[config.mk]
export PLATFORM = sky130hd
export DESIGN_NAME = uart_tx_fifo_flat
export DESIGN_NICKNAME = d
export VERILOG_FILES = /design/src/rtl/uart_tx_fifo_if.sv /design/src/rtl/uart_tx_fifo.sv /design/src/flat_wrapper.sv
export SDC_FILE = /design/constraint.sdc
export NUM_CORES = 1
export LEC_CHECK = 0
export CORE_ASPECT_RATIO = 0.8
export CORE_UTILIZATION = 40
export CTS_CLUSTER_DIAMETER = 200
export DETAILED_ROUTE_END_ITERATION = 12
export GPL_ROUTABILITY_DRIVEN = 0
export PLACE_DENSITY = 0.63
export SYNTH_ARGS = -nofsm -noshare
export SYNTH_HDL_FRONTEND = slang
export SYNTH_SLANG_ARGS = --single-unit
[constraint.sdc]
create_clock -name clk -period 6.8 [get_ports clk]
set_input_delay 1.36 -clock clk [delete_from_list [all_inputs] [get_ports clk]]
set_output_delay 1.36 -clock clk [all_outputs]
set_load 0.01 [all_outputs]
[src/rtl/uart_tx_fifo_if.sv]
// uart_tx_fifo_if: byte-strobe write side plus serial line and status outputs
// of the buffered UART transmitter. The producer uses the master modport and
// the transmitter uses the slave modport.
interface uart_tx_fifo_if #(
    parameter int FIFO_DEPTH = 8
);
    localparam int LEVEL_W = $clog2(FIFO_DEPTH) + 1;

    logic               tx_send;
    logic [7:0]         tx_data;
    logic               uart_tx;
    logic               tx_busy;
    logic               tx_full;
    logic [LEVEL_W-1:0] fifo_level;
    logic               tx_overflow;

    modport master (
        output tx_send,
        output tx_data,
        input  uart_tx,
        input  tx_busy,
        input  tx_full,
        input  fifo_level,
        input  tx_overflow
    );

    modport slave (
        input  tx_send,
        input  tx_data,
        output uart_tx,
        output tx_busy,
        output tx_full,
        output fifo_level,
        output tx_overflow
    );
endinterface

[src/rtl/uart_tx_fifo.sv]
// uart_tx_fifo: buffered UART transmitter. Bytes strobed in on tx_send/tx_data
// are queued in a circular FIFO and sent 8N1, LSB first, on uart_tx.
// CLK_MHZ=0 selects a fast mode with one clock per bit.
// Optional feature macro: UART_TX_PARITY_EN adds an even-parity bit between
// the last data bit and the stop bit (11-bit frame instead of 10).
module uart_tx_fifo #(
    parameter int CLK_MHZ    = 12,
    parameter int BAUD       = 115200,
    parameter int FIFO_DEPTH = 8
) (
    input  logic          clk,
    input  logic          rst,
    uart_tx_fifo_if.slave bus
);
    localparam int CPB_RAW = (CLK_MHZ * 1000000) / BAUD;
    localparam int CPB     = (CLK_MHZ == 0 || CPB_RAW < 1) ? 1 : CPB_RAW;
    localparam int CNT_W   = $clog2(CPB + 1);
    localparam int PTR_W   = $clog2(FIFO_DEPTH);
    localparam int LEVEL_W = $clog2(FIFO_DEPTH) + 1;

    localparam logic [CNT_W-1:0]   CNT_LAST   = CNT_W'(CPB - 1);
    localparam logic [LEVEL_W-1:0] LEVEL_FULL = LEVEL_W'(FIFO_DEPTH);

    typedef enum logic [2:0] {
        S_IDLE,
        S_START,
        S_DATA,
`ifdef UART_TX_PARITY_EN
        S_PARITY,
`endif
        S_STOP
    } state_t;

    state_t             state_q;
    state_t             state_d;
    logic               tx_q;
    logic               tx_d;
    logic [CNT_W-1:0]   cnt_q;
    logic [CNT_W-1:0]   cnt_d;
    logic [2:0]         bit_q;
    logic [2:0]         bit_d;
    logic [7:0]         byte_q;

    logic [7:0]         mem [FIFO_DEPTH];
    logic [PTR_W-1:0]   wr_ptr;
    logic [PTR_W-1:0]   rd_ptr;
    logic [LEVEL_W-1:0] level;
    logic               overflow;

    logic               pop;
    logic               full;
    logic               wr_en;
    logic               bit_end;

    // A write is accepted unless the queue is full and nothing leaves it this cycle.
    assign full    = (level == LEVEL_FULL);
    assign wr_en   = bus.tx_send && (!full || pop);
    assign bit_end = (cnt_q == CNT_LAST);

    // Next-state, next line level and bit-period counting for the frame sequencer.
    always_comb begin
        state_d = state_q;
        tx_d    = tx_q;
        cnt_d   = cnt_q;
        bit_d   = bit_q;
        pop     = 1'b0;
        unique case (state_q)
            S_IDLE: begin
                if (level != '0) begin
                    pop     = 1'b1;
                    state_d = S_START;
                    tx_d    = 1'b0;
                    cnt_d   = '0;
                end
            end
            S_START: begin
                if (bit_end) begin
                    state_d = S_DATA;
                    tx_d    = byte_q[0];
                    cnt_d   = '0;
                    bit_d   = 3'd0;
                end else begin
                    cnt_d = cnt_q + CNT_W'(1);
                end
            end
            S_DATA: begin
                if (bit_end) begin
                    cnt_d = '0;
                    if (bit_q == 3'd7) begin
`ifdef UART_TX_PARITY_EN
                        state_d = S_PARITY;
                        tx_d    = ^byte_q;
`else
                        state_d = S_STOP;
                        tx_d    = 1'b1;
`endif
                    end else begin
                        bit_d = bit_q + 3'd1;
                        tx_d  = byte_q[bit_d];
                    end
                end else begin
                    cnt_d = cnt_q + CNT_W'(1);
                end
            end
`ifdef UART_TX_PARITY_EN
            S_PARITY: begin
                if (bit_end) begin
                    state_d = S_STOP;
                    tx_d    = 1'b1;
                    cnt_d   = '0;
                end else begin
                    cnt_d = cnt_q + CNT_W'(1);
                end
            end
`endif
            S_STOP: begin
                if (bit_end) begin
                    state_d = S_IDLE;
                    tx_d    = 1'b1;
                    cnt_d   = '0;
                end else begin
                    cnt_d = cnt_q + CNT_W'(1);
                end
            end
            default: begin
                state_d = S_IDLE;
                tx_d    = 1'b1;
                cnt_d   = '0;
            end
        endcase
    end

    // Sequencer registers; the line itself is a flop so uart_tx never glitches.
    always_ff @(posedge clk or posedge rst) begin
        if (rst) begin
            state_q <= S_IDLE;
            tx_q    <= 1'b1;
            cnt_q   <= '0;
            bit_q   <= '0;
            byte_q  <= '0;
        end else begin
            state_q <= state_d;
            tx_q    <= tx_d;
            cnt_q   <= cnt_d;
            bit_q   <= bit_d;
            if (pop) begin
                byte_q <= mem[rd_ptr];
            end
        end
    end

    // Storage array; holds no control state, so it is left out of reset.
    always_ff @(posedge clk) begin
        if (wr_en) begin
            mem[wr_ptr] <= bus.tx_data;
        end
    end

    // Queue pointers, occupancy and the sticky dropped-write flag.
    always_ff @(posedge clk or posedge rst) begin
        if (rst) begin
            wr_ptr   <= '0;
            rd_ptr   <= '0;
            level    <= '0;
            overflow <= 1'b0;
        end else begin
            if (wr_en) begin
                wr_ptr <= wr_ptr + PTR_W'(1);
            end
            if (pop) begin
                rd_ptr <= rd_ptr + PTR_W'(1);
            end
            if (wr_en && !pop) begin
                level <= level + LEVEL_W'(1);
            end else if (!wr_en && pop) begin
                level <= level - LEVEL_W'(1);
            end
            if (bus.tx_send && !wr_en) begin
                overflow <= 1'b1;
            end
        end
    end

    assign bus.uart_tx     = tx_q;
    assign bus.tx_busy     = (state_q != S_IDLE) || (level != '0);
    assign bus.tx_full     = full;
    assign bus.fifo_level  = level;
    assign bus.tx_overflow = overflow;
endmodule
[src/flat_wrapper.sv]
// flat-port wrapper written by rule: the top's interface ports become plain ports
module uart_tx_fifo_flat 
#(
    parameter int CLK_MHZ    = 12,
    parameter int BAUD       = 115200,
    parameter int FIFO_DEPTH = 8
)
  (clk, rst, bus_tx_send, bus_tx_data, bus_uart_tx, bus_tx_busy, bus_tx_full, bus_fifo_level, bus_tx_overflow);
  uart_tx_fifo_if #(.FIFO_DEPTH(FIFO_DEPTH)) bus_i ();
  input  logic clk;
  input  logic rst;
  input wire logic [$bits(bus_i.tx_send)-1:0] bus_tx_send;
  input wire logic [$bits(bus_i.tx_data)-1:0] bus_tx_data;
  output wire logic [$bits(bus_i.uart_tx)-1:0] bus_uart_tx;
  output wire logic [$bits(bus_i.tx_busy)-1:0] bus_tx_busy;
  output wire logic [$bits(bus_i.tx_full)-1:0] bus_tx_full;
  output wire logic [$bits(bus_i.fifo_level)-1:0] bus_fifo_level;
  output wire logic [$bits(bus_i.tx_overflow)-1:0] bus_tx_overflow;
  assign bus_i.tx_send = bus_tx_send;
  assign bus_i.tx_data = bus_tx_data;
  assign bus_uart_tx = bus_i.uart_tx;
  assign bus_tx_busy = bus_i.tx_busy;
  assign bus_tx_full = bus_i.tx_full;
  assign bus_fifo_level = bus_i.fifo_level;
  assign bus_tx_overflow = bus_i.tx_overflow;
  uart_tx_fifo #(.CLK_MHZ(CLK_MHZ), .BAUD(BAUD), .FIFO_DEPTH(FIFO_DEPTH)) u_core (.clk(clk), .rst(rst), .bus(bus_i));
endmodule
=== After elaboration in Yosys (flattened, before gate mapping) ===
Memories as Yosys holds them, arrays and structs flattened. A register that Yosys moved wholly into a read port is not among the register bits.
Cells that the tools add are included.

* Bits in registers: 25
* Bits in writable memories: 64
* Bits of input ports: 11
* Output and inout bits: 8
* Logic and storage cells: 72
* Memories kept: 1

{| class="wikitable"
|+ Memories
! name !! words !! bits a word !! read ports !! clocked after memory_dff !! write ports !! line !! source
|-
| u_core.mem || 8 || 8 || 1 || 1 || 1 || uart_tx_fifo.sv:44 || <nowiki>logic [7:0] mem [FIFO_DEPTH];</nowiki>
|}

* Add/subtract/negate cells: 6
* Order comparisons: 1
* Eq/ne operators: 12
* Muxes and demuxes: 26
* Reduce and logical (&&, ||, !) cells: 18

{| class="wikitable"
|+ Operator list
! kind !! number
|-
| $mux 3 || 7
|-
| $mux 7 || 2
|-
| $pmux 7 s2 || 1
|-
| $pmux 3 s4 || 1
|-
| $mux 1 || 10
|-
| $ne 2x1->1 const B || 5
|-
| $add 3x1->3 const B || 3
|-
| $mux 4 || 2
|-
| $reduce_and 4->1 || 2
|-
| $add 7x1->7 const B || 1
|-
| $eq 7x7->1 const B || 1
|-
| $eq 3x2->1 const B || 2
|-
| $pmux 3 s2 || 1
|-
| $reduce_and 5->1 || 1
|-
| $add 4x1->4 const B || 1
|-
| $eq 4x4->1 const B || 1
|-
| $logic_and 1x1->1 || 4
|-
| $lt 3x4->1 const B || 1
|-
| $pmux 1 s4 || 1
|-
| $reduce_bool 2->1 || 2
|-
| $reduce_bool 4->1 || 1
|-
| $sub 4x1->4 const B || 1
|-
| $bmux 1 s3 || 1
|-
| $eq 3x1->1 const B || 1
|-
| other kinds (7) || 10
|}

=== Logic depth before layout (Yosys ltp) ===
* Depth after elaboration: 9
* Depth in mapped cells: 12
* Depth with buffers taken out: 11

=== Least setup slack after synthesis ===
Ideal clock, no wire load.

* Path type: in2reg
* From: input bus_tx_send
* To: register u_core.level[3], in the netlist u_core.bus.fifo_level[3]
* Library setup time: 0.080 ns
* Data arrival time: 2.719 ns
* Data required time: 6.720 ns
* Path slack: 4.001 ns
* Stages: 9
* Buffers on the path: 0
* Path through: o21ai_2 inv_2 ha_1 inv_1 ha_1 a21o_1 a21oi_1 mux2i_1 xnor2_1

* Word-level cells in the longest chain between the ends: 4
* Elaborated cells between the ends (all ways): 6
* Classes of those cells: 1 x mux; 5 x reduce/logical

{| class="wikitable"
|+ RTL lines
! element !! line !! source
|-
| start, declared || flat_wrapper.sv:12 || <nowiki>input wire logic [$bits(bus_i.tx_send)-1:0] bus_tx_send;</nowiki>
|-
| $logic_and 1x1->1 * || uart_tx_fifo.sv:57 || <nowiki>assign wr_en = bus.tx_send && (!full || pop);</nowiki>
|-
| named net u_core.wr_en || uart_tx_fifo.sv:52 || <nowiki>logic wr_en;</nowiki>
|-
| $logic_not 1->1 || uart_tx_fifo.sv:175 || <nowiki>end else if (!wr_en && pop) begin</nowiki>
|-
| $logic_and 1x1->1 || uart_tx_fifo.sv:175 ||
|-
| $reduce_bool 2->1 (no source line) || -- ||
|-
| end signal, assigned || uart_tx_fifo.sv:174 || <nowiki>level <= level + LEVEL_W'(1);</nowiki>
|-
| end signal, assigned || uart_tx_fifo.sv:176 || <nowiki>level <= level - LEVEL_W'(1);</nowiki>
|-
| end, declared || uart_tx_fifo.sv:47 || <nowiki>logic [LEVEL_W-1:0] level;</nowiki>
|}

The timed path passes the listed nets; every way through them passes the cells marked *.
A chain may end at the register's enable or synchronous reset.

=== Worst setup path in the final report ===
* From: register u_core.level[0], in the netlist u_core.bus.fifo_level[0]
* To: output bus_tx_busy

* Word-level cells in the longest chain between the ends: 2

{| class="wikitable"
|+ RTL lines
! element !! line !! source
|-
| $reduce_bool 4->1 || uart_tx_fifo.sv:185 || <nowiki>assign bus.tx_busy = (state_q != S_IDLE) || (level != '0);</nowiki>
|-
| $logic_or 1x1->1 || uart_tx_fifo.sv:185 ||
|-
| end, declared || flat_wrapper.sv:15 || <nowiki>output wire logic [$bits(bus_i.tx_busy)-1:0] bus_tx_busy;</nowiki>
|}

Every way passes these cells.

==> results.yml <==
routing:
  drtIter0Drc: 177
  wl_mm: 7.22
  ant_nets: 0
  wl_per_cell_microns: 16.9
  vias: 2195
  drc_errors: 0
  firstDrtPassIters: 4
  drt-vias-per-instance: 5.14
critical_path:
  cp-start-kind: "flop"
  required_ns: 5.44
  slowest_stage: "clkdlybuf4s50_1"
  cp-end-kind: "output pin"
  crit_buf_inv: 2
  crit_chain: "nor4_4 -> and2_1 -> inv_2 -> clkdlybuf4s50_1"
  cp_top_family: "simple AND/OR/NAND/NOR gates"
  slowest_delay_ns: 0.49
  r2r-start: "u_core.bus.fifo_level[0]$_DFFE_PP0P_"
  arrival_ns: 2.26
  startpoint: "u_core.bus.fifo_level[0]$_DFFE_PP0P_"
  path_class: "flop to output pin"
  worstPathMaxFanout: 8
synthesis:
  synthesis.instances: 264
  synth.ff_latch_count: 96
  syn_nets: 289
  synth_top_area_share: 0.462
  synth_top_area_cell: "edfxtp_1"
  yosys_warnings: 0
  synth.distinct_cells: 47
  synth_edf_count: 64
  avgSynthCellArea_sq_um: 15.8
  synth_area_sq_um: 4160
  synth_top_cells_by_area: "edfxtp_1 46%, dfrtp_1 19%, mux4_2 9.7%, ha_1 3.9%, mux2i_1 2.2%"
  synthFlopType: "edfxtp_1"
  postSynth.asyncResetShare: 0.333
  yosysSeqAreaShare: 0.654
power_and_ir_drop:
  ir_drop_v: 0.000187
  pwr-share-clk: 0.319
  netSwitchingFraction: 0.263
  comb_power_share: 0.153
  p_leak_uw: 0.00173
  p_total_uw: 1440
  internal_power_uw: 1070
  pwr-share-seq: 0.528
  power.switching_uw: 379
  p_per_area_nw_per_um2: 304
clocking:
  max-clock-path-buffers: 2
  clk-insertion-delay-late_ns: 0.34
  cts_tree: "yes"
  cts_made_buffers: 9
  ctsResizeCount: 0
  holdBufCountCts: 0
  cts_setup_buffers: 0
  clock_sinks: 96
  cts_root_buf: "clkbuf_16"
  clk_pin_slew_ns: 0.06
  htreeDepth: 3
global_route:
  track_usage: 0.153
  use_met3: 0.0544
  grt-ovfl-total: 0
  antenna_found_initial: 0
  grt_first_pass_wirelength_mm: 11.8
  use_met1: 0.220
  top_usage_layer: "met1"
  met2_usage: 0.213
  grt_start_max_net_pins: 33
  grt_pass1_vias: 2142
outcome:
  status: "completed"
timing:
  fin_setup_tns_ns: 0
  setup_viol: 0
  whs_ns: 0.475
  min_period_ns: 3.62
  fin_crit_sh: 0.533
  rsz0062_at_grt: "false"
  drv_slew: 0
  skew_ns: 0.00710
  tightest_slew_ns: 1.31
  fmax_ghz: 0.276
  finalHoldViolCount: 0
  slew-limit-headroom: 0.121
finish:
  seq_area_sq_um: 2720
  n_antenna_cell: 0
  final.fill_count: 866
  drive_above_1_share: 0.165
  multi_input_area_sq_um: 1350
  area_growth_pct: 13.9
  num-nets-final: 311
  fin_cells: 427
worst_hold_path:
  min_from: "u_core.bus.tx_overflow$_DFFE_PP0P_"
  hp-class: "flop to flop"
flow_run:
  max-cap-violations: 0
placed_design:
  portBuffers: 18
  dp_hpwl_mm: 4.73
  dp.cells: 411
floorplan:
  die_height_microns: 93.2
  rows: 32
  die_x_microns: 116
  design.die.area_sq_um: 10800
  coreArea_sq_um: 9890
  start_util: 0.421
  top_level_ports: 19
## sequential cells by signal, indices dropped and copies added (netlist names)
signal and flops:
u_core.bit_q 3, u_core.bus.fifo_level 4, u_core.bus.tx_overflow 1, u_core.bus.uart_tx 1
u_core.byte_q 8, u_core.cnt_q 7, u_core.mem 64, u_core.rd_ptr 3
u_core.state_q 2, u_core.wr_ptr 3
## kinds of logic after synthesis
kind of cell,synth area share
adders and majority gates,0.0439
AOI/OAI and AO/OA,0.0538
xor gates and xnor gates,0.0189
DFF,0.654
and+or+nand+nor,0.0739
buffers and inverters,0.0216
muxes,0.133
## path summary, 6_finish.rpt
path | to | slack, ns | cells after the start
setup reg to reg | u_core.bus.fifo_level[3]$_DFFE_PP0P_ | 3.77 | 9
hold reg to reg | u_core.bus.tx_overflow$_DFFE_PP0P_ | 0.48 | 1
min in group asynchronous | u_core.cnt_q[1]$_DFFE_PP0N_ | 1.41 | 3
setup / recovery | bus_tx_busy | 3.18 | 4
hold / removal | u_core.bus.tx_overflow$_DFFE_PP0P_ | 0.48 | 1
max in group asynchronous | u_core.bus.uart_tx$_DFFE_PP1P_ | 5.07 | 3
## final cells by class
type / count / area share
tap: 136 / 0.0359
sequential: 96 / 0.574
clock buffer: 9 / 0.0475
inverter: 9 / 0.00712
multi-input combinational: 150 / 0.284
timing repair buffer: 20 / 0.0412
clock inverter: 7 / 0.00976
## cells in the mapped netlist (all sizes together) (2+ instances only)
master and count:
a21o 2, nand3 3, a22o 5, dfrtp 31
inv 9, nor2b 2, o21ai 14, mux4 18
nand2 21, nand2b 4, xnor2 8, edfxtp 64
nor2 18, ha 13, nand4 2, mux2i 9
a21oi 7, nor3 4, buf 8, mux2 5
## stage by stage
| step | area, sq um | setup WS [ns] | util |
|---|---|---|---|
| 6_report | 4740 | 3.18 | 0.480 |
| 3_5_place_dp | 4470 | 3.24 | 0.452 |
| 4_1_cts | 4740 | 3.16 | 0.480 |
| 2_1_floorplan | 4160 | 4.00 | - |
| 5_1_grt | 4740 | 3.06 | 0.480 |
| 3_3_place_gp | 4470 | 3.34 | 0.452 |
## routing by layer
layer | vias up | part of all wire | wire length [microns]
met4 | 0 | 0.010 | 74
met5 | - | 0 | 0
met3 | 8 | 0.050 | 363
li1 | 1051 | - | -
met1 | 1088 | 0.49 | 3530
met2 | 48 | 0.45 | 3250
## power by group through the flow
stage	sequential [uW]	clock [uW]	combinational, uW
after floorplan	767	0	138
after global placement	773	0	221
after detailed placement	774	0	225
after CTS	763	470	225
after global routing	771	494	248
final	763	460	221
## cell usage in the layout, fill, tap and decap left out, types with 2 or more instances in the layout
| cell | synthesis | routed |
|---|---|---|
| edfxtp_1 | 64 | 64 |
| clkinv_4 | 0 | 2 |
| nor3_1 | 3 | 3 |
| clkinv_1 | 0 | 2 |
| xnor2_1 | 8 | 8 |
| nand4_1 | 2 | 2 |
| nor2b_1 | 2 | 2 |
| inv_2 | 2 | 2 |
| mux4_2 | 18 | 18 |
| nand2_1 | 20 | 20 |
| nand3_1 | 3 | 3 |
| dfrtp_1 | 31 | 31 |
| ha_1 | 13 | 13 |
| o21ai_0 | 12 | 12 |
| nor2_1 | 18 | 18 |
| mux2_2 | 4 | 4 |
| clkbuf_16 | 0 | 9 |
| buf_4 | 3 | 2 |
| clkdlybuf4s50_1 | 0 | 18 |
| a21oi_1 | 7 | 7 |
| a22o_1 | 5 | 5 |
| mux2i_1 | 9 | 9 |
| a21o_1 | 2 | 2 |
| inv_1 | 7 | 7 |
| nand2b_1 | 3 | 3 |
Power figures use the tool's default switching activity.
